## config.mk

```make
export PLATFORM = sky130hd
export DESIGN_NAME = axi_lite_master_interface
export DESIGN_NICKNAME = d
export VERILOG_FILES = /design/src/rtl/axi_lite_pkg.sv /design/src/rtl/axi_lite_timeout_cnt.sv /design/src/rtl/axi_lite_master_interface.sv
export SDC_FILE = /design/constraint.sdc
export NUM_CORES = 1
export LEC_CHECK = 0
export CAP_MARGIN = 20
export CORE_MARGIN = 10
export CORE_UTILIZATION = 36
export DETAILED_ROUTE_END_ITERATION = 6
export GPL_TIMING_DRIVEN = 0
export PLACE_DENSITY = 0.74
export SYNTH_ARGS = -nofsm -noshare
export SYNTH_HDL_FRONTEND = slang
export SYNTH_SLANG_ARGS = --single-unit
export TNS_END_PERCENT = 20
```

## constraint.sdc

```tcl
create_clock -name clk_i -period 1.55 [get_ports clk_i]
set_input_delay 0.31 -clock clk_i [delete_from_list [all_inputs] [get_ports clk_i]]
set_output_delay 0.31 -clock clk_i [all_outputs]
set_load 0.1 [all_outputs]
```

## src/rtl/axi_lite_pkg.sv

```systemverilog
// Shared AXI-Lite definitions: response codes and the master FSM state encoding.
package axi_lite_pkg;

    localparam logic [1:0] RESP_OKAY   = 2'b00;
    localparam logic [1:0] RESP_EXOKAY = 2'b01;
    localparam logic [1:0] RESP_SLVERR = 2'b10;
    localparam logic [1:0] RESP_DECERR = 2'b11;

    typedef enum logic [2:0] {
        ST_IDLE    = 3'd0,
        ST_WR_AW_W = 3'd1,
        ST_WR_B    = 3'd2,
        ST_RD_AR   = 3'd3,
        ST_RD_R    = 3'd4,
        ST_RSP     = 3'd5
    } state_e;

endpackage

```

## src/rtl/axi_lite_timeout_cnt.sv

```systemverilog
// Saturating transaction timeout counter; TIMEOUT_CYCLES=0 never expires.
module axi_lite_timeout_cnt #(
    parameter int unsigned TIMEOUT_CYCLES = 64
) (
    input  logic clk_i,
    input  logic resetn_i,
    input  logic clr,
    input  logic en,
    output logic expired
);

    localparam int unsigned CNT_W = (TIMEOUT_CYCLES == 0) ? 1 : $clog2(TIMEOUT_CYCLES + 1);
    localparam logic [CNT_W-1:0] CNT_MAX = CNT_W'(TIMEOUT_CYCLES);

    logic [CNT_W-1:0] cnt_q;

    always_ff @(posedge clk_i or negedge resetn_i) begin
        if (!resetn_i) begin
            cnt_q <= '0;
        end else if (clr) begin
            cnt_q <= '0;
        end else if (en && (cnt_q != CNT_MAX)) begin
            cnt_q <= cnt_q + 1'b1;
        end
    end

    // Flags the edge on which the count reaches TIMEOUT_CYCLES, so the FSM leaves on that edge.
    assign expired = (TIMEOUT_CYCLES != 0) && en && (cnt_q == CNT_MAX - 1'b1);

endmodule

```

## src/rtl/axi_lite_master_interface.sv

```systemverilog
// AXI-Lite master front end: one-shot request/response port to a single AXI-Lite
// write (AW+W, B) or read (AR, R) transaction, with timeout-based hang recovery.
module axi_lite_master_interface
    import axi_lite_pkg::*;
#(
    parameter int unsigned ADDR_WIDTH      = 32,
    parameter int unsigned DATA_WIDTH      = 32,
    parameter int unsigned TRANS_W_STRB_W  = 4,
    parameter int unsigned TRANS_WR_RESP_W = 2,
    parameter int unsigned TRANS_PROT      = 3,
    parameter int unsigned TIMEOUT_CYCLES  = 64
) (
    input  logic                       clk_i,
    input  logic                       resetn_i,
    input  logic                       i_req_valid,
    output logic                       o_req_ready,
    input  logic                       i_req_write,
    input  logic [ADDR_WIDTH-1:0]      i_req_addr,
    input  logic [DATA_WIDTH-1:0]      i_req_wdata,
    input  logic [TRANS_W_STRB_W-1:0]  i_req_wstrb,
    input  logic [TRANS_PROT-1:0]      i_req_prot,
    output logic                       o_rsp_valid,
    input  logic                       i_rsp_ready,
    output logic [DATA_WIDTH-1:0]      o_rsp_rdata,
    output logic [TRANS_WR_RESP_W-1:0] o_rsp_resp,
    output logic                       o_rsp_timeout,
    output logic [ADDR_WIDTH-1:0]      o_axi_awaddr,
    output logic [TRANS_PROT-1:0]      o_axi_awprot,
    output logic                       o_axi_awvalid,
    input  logic                       i_axi_awready,
    output logic [DATA_WIDTH-1:0]      o_axi_wdata,
    output logic [TRANS_W_STRB_W-1:0]  o_axi_wstrb,
    output logic                       o_axi_wvalid,
    input  logic                       i_axi_wready,
    input  logic [TRANS_WR_RESP_W-1:0] i_axi_bresp,
    input  logic                       i_axi_bvalid,
    output logic                       o_axi_bready,
    output logic [ADDR_WIDTH-1:0]      o_axi_araddr,
    output logic [TRANS_PROT-1:0]      o_axi_arprot,
    output logic                       o_axi_arvalid,
    input  logic                       i_axi_arready,
    input  logic [DATA_WIDTH-1:0]      i_axi_rdata,
    input  logic [TRANS_WR_RESP_W-1:0] i_axi_rresp,
    input  logic                       i_axi_rvalid,
    output logic                       o_axi_rready
);

    state_e state_q, state_d;

    logic                       req_ready_q;
    logic [ADDR_WIDTH-1:0]      addr_q;
    logic [DATA_WIDTH-1:0]      wdata_q;
    logic [TRANS_W_STRB_W-1:0]  wstrb_q;
    logic [TRANS_PROT-1:0]      prot_q;
    logic                       aw_done_q, w_done_q;
    logic [DATA_WIDTH-1:0]      rsp_rdata_q;
    logic [TRANS_WR_RESP_W-1:0] rsp_resp_q;
    logic                       rsp_timeout_q;

    logic accept, busy, expired, timeout_fire;
    logic aw_hs, w_hs, b_hs, r_hs;

    assign accept = i_req_valid && req_ready_q;
    assign busy   = (state_q == ST_WR_AW_W) || (state_q == ST_WR_B) ||
                    (state_q == ST_RD_AR)   || (state_q == ST_RD_R);

    axi_lite_timeout_cnt #(
        .TIMEOUT_CYCLES (TIMEOUT_CYCLES)
    ) u_timeout_cnt (
        .clk_i    (clk_i),
        .resetn_i (resetn_i),
        .clr      (accept),
        .en       (busy),
        .expired  (expired)
    );

    assign o_req_ready   = req_ready_q;
    assign o_axi_awvalid = (state_q == ST_WR_AW_W) && !aw_done_q;
    assign o_axi_wvalid  = (state_q == ST_WR_AW_W) && !w_done_q;
    assign o_axi_bready  = (state_q == ST_WR_B);
    assign o_axi_arvalid = (state_q == ST_RD_AR);
    assign o_axi_rready  = (state_q == ST_RD_R);
    assign o_rsp_valid   = (state_q == ST_RSP);

    assign o_axi_awaddr = addr_q;
    assign o_axi_awprot = prot_q;
    assign o_axi_wdata  = wdata_q;
    assign o_axi_wstrb  = wstrb_q;
    assign o_axi_araddr = addr_q;
    assign o_axi_arprot = prot_q;

    assign o_rsp_rdata   = rsp_rdata_q;
    assign o_rsp_resp    = rsp_resp_q;
    assign o_rsp_timeout = rsp_timeout_q;

    assign aw_hs = o_axi_awvalid && i_axi_awready;
    assign w_hs  = o_axi_wvalid  && i_axi_wready;
    assign b_hs  = o_axi_bready  && i_axi_bvalid;
    assign r_hs  = o_axi_rready  && i_axi_rvalid;

    always_ff @(posedge clk_i or negedge resetn_i) begin
        if (!resetn_i) begin
            state_q <= ST_IDLE;
        end else begin
            state_q <= state_d;
        end
    end

    // Completing handshakes are tested before expiry so a same-cycle handshake wins.
    always_comb begin
        state_d      = state_q;
        timeout_fire = 1'b0;
        case (state_q)
            ST_IDLE: begin
                if (accept) begin
                    state_d = i_req_write ? ST_WR_AW_W : ST_RD_AR;
                end
            end
            ST_WR_AW_W: begin
                if ((aw_done_q || aw_hs) && (w_done_q || w_hs)) begin
                    state_d = ST_WR_B;
                end else if (expired) begin
                    state_d      = ST_RSP;
                    timeout_fire = 1'b1;
                end
            end
            ST_WR_B: begin
                if (b_hs) begin
                    state_d = ST_RSP;
                end else if (expired) begin
                    state_d      = ST_RSP;
                    timeout_fire = 1'b1;
                end
            end
            ST_RD_AR: begin
                if (i_axi_arready) begin
                    state_d = ST_RD_R;
                end else if (expired) begin
                    state_d      = ST_RSP;
                    timeout_fire = 1'b1;
                end
            end
            ST_RD_R: begin
                if (r_hs) begin
                    state_d = ST_RSP;
                end else if (expired) begin
                    state_d      = ST_RSP;
                    timeout_fire = 1'b1;
                end
            end
            ST_RSP: begin
                if (i_rsp_ready) begin
                    state_d = ST_IDLE;
                end
            end
            default: state_d = ST_IDLE;
        endcase
    end

    always_ff @(posedge clk_i or negedge resetn_i) begin
        if (!resetn_i) begin
            req_ready_q   <= 1'b0;
            addr_q        <= '0;
            wdata_q       <= '0;
            wstrb_q       <= '0;
            prot_q        <= '0;
            aw_done_q     <= 1'b0;
            w_done_q      <= 1'b0;
            rsp_rdata_q   <= '0;
            rsp_resp_q    <= '0;
            rsp_timeout_q <= 1'b0;
        end else begin
            req_ready_q <= (state_d == ST_IDLE);
            if (accept) begin
                addr_q    <= i_req_addr;
                wdata_q   <= i_req_wdata;
                wstrb_q   <= i_req_wstrb;
                prot_q    <= i_req_prot;
                aw_done_q <= 1'b0;
                w_done_q  <= 1'b0;
            end
            if (state_q == ST_WR_AW_W) begin
                aw_done_q <= aw_done_q || aw_hs;
                w_done_q  <= w_done_q  || w_hs;
            end
            if (b_hs) begin
                rsp_rdata_q   <= '0;
                rsp_resp_q    <= i_axi_bresp;
                rsp_timeout_q <= 1'b0;
            end
            if (r_hs) begin
                rsp_rdata_q   <= i_axi_rdata;
                rsp_resp_q    <= i_axi_rresp;
                rsp_timeout_q <= 1'b0;
            end
            if (timeout_fire) begin
                rsp_rdata_q   <= '0;
                rsp_resp_q    <= TRANS_WR_RESP_W'(RESP_DECERR);
                rsp_timeout_q <= 1'b1;
            end
        end
    end

endmodule
```

Word-level counts from Yosys, hierarchy flattened
Cells that the tools add are included.
{"block": "totals", "regBits": 119, "word_cells": 71}
{"block": "op_classes", "mux": 29, "eq_ne": 7, "addsub": 1, "reduce_logical": 22}
{"cell": "32-bit two-way mux", "count": 3}
{"cell": "3-bit two-way mux", "count": 7}
{"cell": "3-bit one-hot mux with 6 select lines", "count": 1}
{"cell": "7-bit two-way mux", "count": 2}
{"cell": "1-bit two-way mux", "count": 11}
{"cell": "1-bit logical AND", "count": 10}
{"cell": "2-bit two-way mux", "count": 4}
{"cell": "7-bit by 1-bit adder with 7-bit output (second input constant)", "count": 1}
{"cell": "7-bit by 6-bit == test with 1-bit output (second input constant)", "count": 1}
{"cell": "7-bit inequality test (second input constant)", "count": 1}
{"cell": "3-bit by 2-bit == test with 1-bit output (second input constant)", "count": 2}
{"cell": "3-bit == test (second input constant)", "count": 2}
{"cell": "3-bit zero test", "count": 2}
{"cell": "1-bit logical OR", "count": 5}
{"cell": "1-bit one-hot mux with 4 select lines", "count": 1}
{"cell": "2-bit nonzero test", "count": 2}
{"cell": "3-bit by 1-bit == test with 1-bit output (second input constant)", "count": 1}
{"cell": "3-bit nonzero test", "count": 1}
{"cell": "1-bit zero test", "count": 2}

Logic depth before layout (Yosys ltp)
Gate-level depths: netlist of run 1.
{"block": "logic_depth", "depth_word": 9, "ltp_mapped": 7, "depth_no_buf": 6}

Hierarchy
Synthesis of run 1 repeated with hierarchy kept, for this count alone.
{"block": "hier_totals", "hier_cells": 372, "hier_area_um2": 5173.7}
{"mod": "axi_lite_master_interface", "area_per_inst_um2": 4743.3, "n_inst": 1, "seq_area_each_um2": 2802.7, "cells_each": 327}
{"mod": "axi_lite_timeout_cnt", "area_per_inst_um2": 430.4, "n_inst": 1, "seq_area_each_um2": 175.2, "cells_each": 45}

Worst setup path after synthesis of run 1
Ideal clock, no wire load.
{"block": "synth_timing", "kind": "flip-flop to output port", "startpoint": "reg state_q[0]", "endpoint": "out o_axi_rready", "t_arrival_ps": 2759, "path_buffers": 2, "path_stages_with_launch": 4, "setup_slack_ps": -1519, "required_time_ps": 1240, "cell_sequence": "dfrtp_1 -> buf_6 -> clkbuf_1 -> nor3_1"}
{"block": "synth_between", "elab_chain_len": 1}
{"item": "start, declared", "line_no": "axi_lite_master_interface.sv:48", "source": "state_e state_q, state_d;"}
{"item": "start signal, assigned", "line_no": "axi_lite_master_interface.sv:105", "source": "state_q <= state_d;"}
{"item": "3-bit == test", "line_no": "axi_lite_master_interface.sv:82", "source": "assign o_axi_rready = (state_q == ST_RD_R);"}
{"item": "end, declared", "line_no": "axi_lite_master_interface.sv:45", "source": "output logic o_axi_rready"}
Every way passes these cells.

Worst setup path after layout of run 1
{"block": "layout_timing", "startpoint": "reg state_q[1]", "endpoint": "out o_axi_arvalid"}
{"block": "layout_between", "elab_chain_len": 1}
{"item": "3-bit by 2-bit == test with 1-bit output", "line_no": "axi_lite_master_interface.sv:81", "source": "assign o_axi_arvalid = (state_q == ST_RD_AR);"}
{"item": "end, declared", "line_no": "axi_lite_master_interface.sv:40", "source": "output logic o_axi_arvalid,"}
Every way passes these cells.

==> flow_summary_export.csv, run 1 <==
group,metric,value,unit
clock_tree,cts_root_buf,"clkbuf_16",
final_layout,fillers,1180,
worst_setup_path,worst_ep_arrival_time,1480,ps
sta,fin_crit,1790,ps
sta,setup_viol,46,
clock_tree,cts_tree,"yes",
worst_setup_path,cp-end-kind,"primary output",
clock_tree,clockBufferDepth,2,
sta,tightest_slew,529,ps
worst_setup_path,start_kind,"register",
global_route,grt.overflow.total,0,
place,hpwl,14.5,mm
die,row_count,43,
place,place.gp.congestion,0.910,
sta,setup_slack,-245,ps
route,drt_pass1_iterations,5,
worst_setup_path,crit_path_max_fanout,10,
sta,hold_viol_final,0,
die,ios,265,
worst_setup_path,required,1240,ps
run_status,violations,"negative setup slack",
route,vias,4836,
die,start_util,0.368,
die,die_h,139,um
final_layout,final_util,0.611,
worst_setup_path,rrSetupSlack,-220,ps
global_route,antenna_found_initial,0,
synth,async_flop_share,1.00,
final_layout,antenna_cells,0,
synth,ys.flop_type,"dfrtp_1",
route,drt_iter0_drc,265,
route,vias_per_cell,4.77,
clock_tree,cts-buffers-inserted,17,
die,dieArea,19400,sq um
global_route,grt_max_degree,91,
die,die_x,139,um
global_route,grt_pass1_wl,28.9,mm
sta,slew_headroom,0.650,
final_layout,num-nets-final,941,
synth,syn_inst,520,
worst_setup_path,reg2regPathDepth,6,
final_layout,final_area,8480,sq um
flow_run,max_cap_viol_count,0,
final_layout,fin_cells,1014,
sta,clock_skew,8.48,ps
worst_setup_path,cp-startpoint,"state_q[1]",
final_layout,drive_gt1_frac,0.339,
synth,syn_nets,639,
place,dp.cells,965,
worst_setup_path,path_class,"register to primary output",
die,fp.coreArea,13900,sq um
hold_path,hold_class,"primary input to asynchronous set/reset pin",
synth,ys_seq_elements,119,
synth,synth_edf_count,0,
place,placed_cell_area,8080,sq um
synth,synth_area,5110,sq um
sta,timing.final.crit_share,1.16,
clock_tree,cts_max_level,4,
synth,synth.distinct_cells,45,
place,io_buffers,264,
global_route,grt_pass1_vias,4980,
route,wl_per_cell,18.6,um
global_route,grt_usage,0.187,
final_layout,area_growth,65.9,%
run_status,status,"finished with violations",
synth,seq_area_frac_synth,0.582,
sta,rsz0062_at_grt,"yes",
clock_tree,cts.reportedPaths.clkPinSlew,60,ps
synth,yosysWarnings,0,
route,antenna_left,0,
clock_tree,clock_latency,400,ps
worst_setup_path,r2r-start,"state_q[2]",
route,finalWirelength,18.9,mm
route,drcViolationCount,0,
sta,maxSlewViolCount,0,
synth,avgSynthCellArea,9.83,sq um
sta,fmax,0.557,GHz
worst_setup_path,r2r-end,"o_rsp_rdata[21]",
clock_tree,clkSinkCount,119,
place,post-place-ws,-978,ps
worst_setup_path,crit_end,"o_axi_arvalid",
-- layout by cell type (no fill, tap or decap), types with 4 or more instances in the layout --
| cell | instances |
|---|---|
| nor2_1 | 8 |
| buf_12 | 6 |
| clkbuf_16 | 18 |
| nand2_1 | 223 |
| inv_1 | 5 |
| buf_6 | 16 |
| dfrtp_1 | 114 |
| clkdlybuf4s50_1 | 115 |
| dfrtp_2 | 4 |
| clkbuf_8 | 4 |
| clkbuf_2 | 6 |
| o21ai_0 | 4 |
| buf_4 | 92 |
| clkinv_2 | 8 |
| buf_2 | 69 |
| clkbuf_1 | 10 |
| clkbuf_4 | 31 |
| a32o_1 | 31 |
-- Yosys cell counts (2+ instances only) --
cell type	n	area, sq um
nand2_1	224	841
dfrtp_1	119	2980
buf_4	36	270
a32o_1	32	320
clkbuf_1	21	78.8
nor2_1	11	41.3
inv_1	7	26.3
buf_6	4	45.0
nand3_1	4	20.0
o21ai_0	4	20.0
a22o_1	3	26.3
and2_1	3	18.8
buf_2	3	15.0
mux2i_1	3	30.0
nand3b_1	3	22.5
nor2b_1	3	18.8
xor2_1	3	26.3
a21oi_1	2	10.0
and3_1	2	12.5
buf_1	2	7.51
ha_1	2	25.0
nand2b_1	2	12.5
o2111ai_1	2	17.5
o211ai_1	2	15.0
or3_1	2	12.5
xnor2_1	2	17.5
-- logic make-up after synthesis --
kind of cell               Yosys count  share of synthesized area
AOI/OAI and AO/OA                   56                      0.101
xor gates and xnor gates             5                    0.00857
adders and majority gates            2                    0.00489
buffers and inverters               73                     0.0866
DFF                                119                      0.582
muxes                                3                    0.00587
and+or+nand+nor                    262                      0.211
-- through the flow --
stage	setup TNS, ps	hold slack, ps
2_1_floorplan	-6670	14.4
3_3_place_gp	-596430	459
3_5_place_dp	-86870	202
4_1_cts	-7890	340
5_1_grt	-12000	374
6_report	-8180	341
-- worst min path at each step --
stage,to,slack [ps],cells past startpoint
final,o_axi_araddr[26],340,2
after global routing,o_axi_araddr[26],370,2
after CTS,o_axi_araddr[26],340,2
after detailed placement,o_axi_araddr[26],200,1
after global placement,o_rsp_timeout,460,2
after floorplan,aw_done_q,10,0
-- layer usage --
layer  up-vias  share of wire  track usage  wire, um
met5         -              0            0         0
met1      2318           0.39        0.209      7460
li1       2298              -            -         -
met2       191           0.53        0.332      9990
met3        29          0.049       0.0421       926
met4         0          0.028       0.0857       527
-- what timing repair did --
item | in CTS | in global routing
pin swaps | 8 | 3
gates cloned | 0 | 2
gates resized for setup | 833 | 56
hold buffers | 1 | 0
endpoints found under the setup margin | 199 | 145
setup buffers | 7 | 8
endpoints found under the hold margin | 29 | 0
-- sequential cells by signal (all words and copies together) (netlist names), 2 cells and up --
register / cells
o_axi_araddr: 32
o_axi_wdata: 32
o_rsp_resp: 2
o_axi_wstrb: 4
o_axi_arprot: 3
state_q: 3
o_rsp_rdata: 32
u_timeout_cnt.cnt_q: 7
-- critical path: stages (launching register included) --
cell,delay [ps]
dfrtp_1,360
buf_6,180
nor2b_4,200
and2_4,170
buf_12,170
-- area by class of cell --
type	count	area [sq um]	area share
Buffer	66	475	0.0561
Clock buffer	21	480	0.0567
Clock inverter	10	77.6	0.00915
Inverter	7	31.3	0.00369
Multi-Input combinational cell	328	1820	0.215
Sequential cell	119	2990	0.352
Tap cell	180	225	0.0266
Timing Repair Buffer	283	2380	0.281
Power of run 1 is left out: the tool's default activity adds up to more than one toggle a clock period on the data nets, which glitch-free logic cannot reach.
==> inputs of run 2 (changes only) <==
- CORE_MARGIN: 10 -> not set
==> flow_summary_export.csv, run 2 (synthesis results as in run 1) <==
group,metric,value,unit
hold_path,hold_end,"o_axi_wdata[20]",
place,place.gp.congestion,0.849,
sta,maxSlewViolCount,0,
worst_setup_path,start_kind,"register",
global_route,antenna_found_initial,0,
route,wl_per_cell,16.3,um
place,placed_cell_area,8080,sq um
sta,timing.final.crit_share,1.18,
route,vias_per_cell,4.79,
flow_run,max_cap_viol_count,0,
hold_path,holdPathStages,3,
clock_tree,cts.reportedPaths.clkPinSlew,50,ps
global_route,grt_usage,0.219,
run_status,violations,"negative setup slack",
clock_tree,clkSinkCount,119,
route,drt_iter0_drc,255,
route,drt_pass1_iterations,4,
die,row_count,43,
worst_setup_path,rrSetupSlack,-210,ps
sta,rsz0062_at_grt,"yes",
sta,tightest_slew,576,ps
final_layout,final_common_cell,"nand2_1",
run_status,status,"finished with violations",
die,ios,265,
final_layout,final_cell_mix,"nand2_1, dfrtp_1, clkdlybuf4s50_1, buf_4, buf_2",
sta,hold_viol_final,0,
global_route,grt.overflow.total,0,
global_route,grt_pass1_vias,4759,
clock_tree,clock_latency,400,ps
worst_setup_path,r2r-start,"state_q[1]",
sta,fin_crit,1820,ps
route,vias,4881,
worst_setup_path,required,1240,ps
global_route,grt_pass1_wl,24.5,mm
die,die_h,121,um
sta,setup_viol,47,
final_layout,area_growth,68.1,%
global_route,grt_max_degree,61,
final_layout,num-nets-final,946,
worst_setup_path,cp-end-kind,"primary output",
clock_tree,cts_tree,"yes",
clock_tree,cts-buffers-inserted,17,
final_layout,final_area,8600,sq um
worst_setup_path,worst_ep_arrival_time,1510,ps
worst_setup_path,path_class,"register to primary output",
route,drcViolationCount,0,
place,hpwl,11.9,mm
final_layout,drive_gt1_frac,0.347,
die,start_util,0.368,
hold_path,hold_class,"primary input to register",
clock_tree,clockBufferDepth,2,
clock_tree,cts_max_level,4,
sta,slew_headroom,0.616,
worst_setup_path,reg2regPathDepth,6,
worst_setup_path,r2r-end,"o_rsp_rdata[23]",
route,finalWirelength,16.6,mm
hold_path,min_from,"i_req_wdata[20]",
clock_tree,cts_root_buf,"clkbuf_16",
sta,fmax,0.549,GHz
route,antenna_left,0,
worst_setup_path,crit_path_max_fanout,5,
sta,setup_slack,-273,ps
place,io_buffers,264,
die,dieArea,14700,sq um
die,die_x,121,um
die,fp.coreArea,13900,sq um
final_layout,antenna_cells,0,
sta,clock_skew,7.16,ps
final_layout,final_util,0.619,
==> run 2: changes by cell type in the layout (fill, tap and decap cells not counted), sizes merged <==
cell	change
bufinv	+2
o211ai	+1
clkinv	-3
buf	+5
==> run 2: through the flow <==
stage / setup WS, ps / TNS (ps) / cells / hold WS (ps)
2_1_floorplan: -138 / -6670 / 520 / 14.4
3_3_place_gp: -5140 / -594330 / 964 / 459
3_5_place_dp: -955 / -84880 / 965 / 320
4_1_cts: -241 / -8740 / 1008 / 415
5_1_grt: -313 / -10530 / 1019 / 427
6_report: -273 / -7730 / 1019 / 432
==> run 2: layout make-up <==
| cell class | instances | area [sq um] |
|---|---|---|
| plain buffers | 66 | 482 |
| clock buffers | 22 | 484 |
| clock inverters | 9 | 123 |
| fillers | 1143 | 5290 |
| inverters | 7 | 38.8 |
| multi-input cells | 329 | 1850 |
| flip-flops and latches | 119 | 2990 |
| well taps | 180 | 225 |
| repair buffers | 287 | 2400 |
==> run 2: worst max path at each step <==
| stage | from | endpoint |
|---|---|---|
| finish | state_q[1] | o_axi_arvalid |
| global route | state_q[1] | o_axi_arvalid |
| CTS | state_q[1] | o_axi_arvalid |
| detailed placement | state_q[1] | o_axi_arvalid |
| global placement | resetn_i | o_req_ready |
| floorplan | state_q[0] | o_axi_rready |
==> run 2: routing by layer <==
metal / share of wire / vias to the layer above / GRT usage
li1: - / 2309 / -
met1: 0.40 / 2384 / 0.267
met2: 0.52 / 161 / 0.369
met3: 0.049 / 27 / 0.0446
met4: 0.025 / 0 / 0.105
met5: 0 / - / 0
==> run 2: what timing repair did <==
| action | 4_1_cts | 5_1_grt |
|---|---|---|
| hold buffers | 1 | 0 |
| setup buffers | 8 | 9 |
| endpoints found under the setup margin | 206 | 114 |
| gates cloned | 3 | 2 |
| hold endpoints to repair | 59 | 0 |
| gates resized for setup | 839 | 71 |
| pin swaps | 6 | 39 |
==> run 2: worst max-delay path, stage by stage, from the launching register on <==
cell and delay, ps:
dfrtp_1 420, buf_6 160, nor2b_4 190, and2_4 170, buf_12 160
Power of run 2 is left out for the same reason.
==> inputs of run 3 (changes only) <==
- CORE_MARGIN: not set -> 1
==> results of run 3 <==
Same layout as run 2: the final DEF is identical, and so are final timing and power.
Power of run 3 is left out for the same reason.
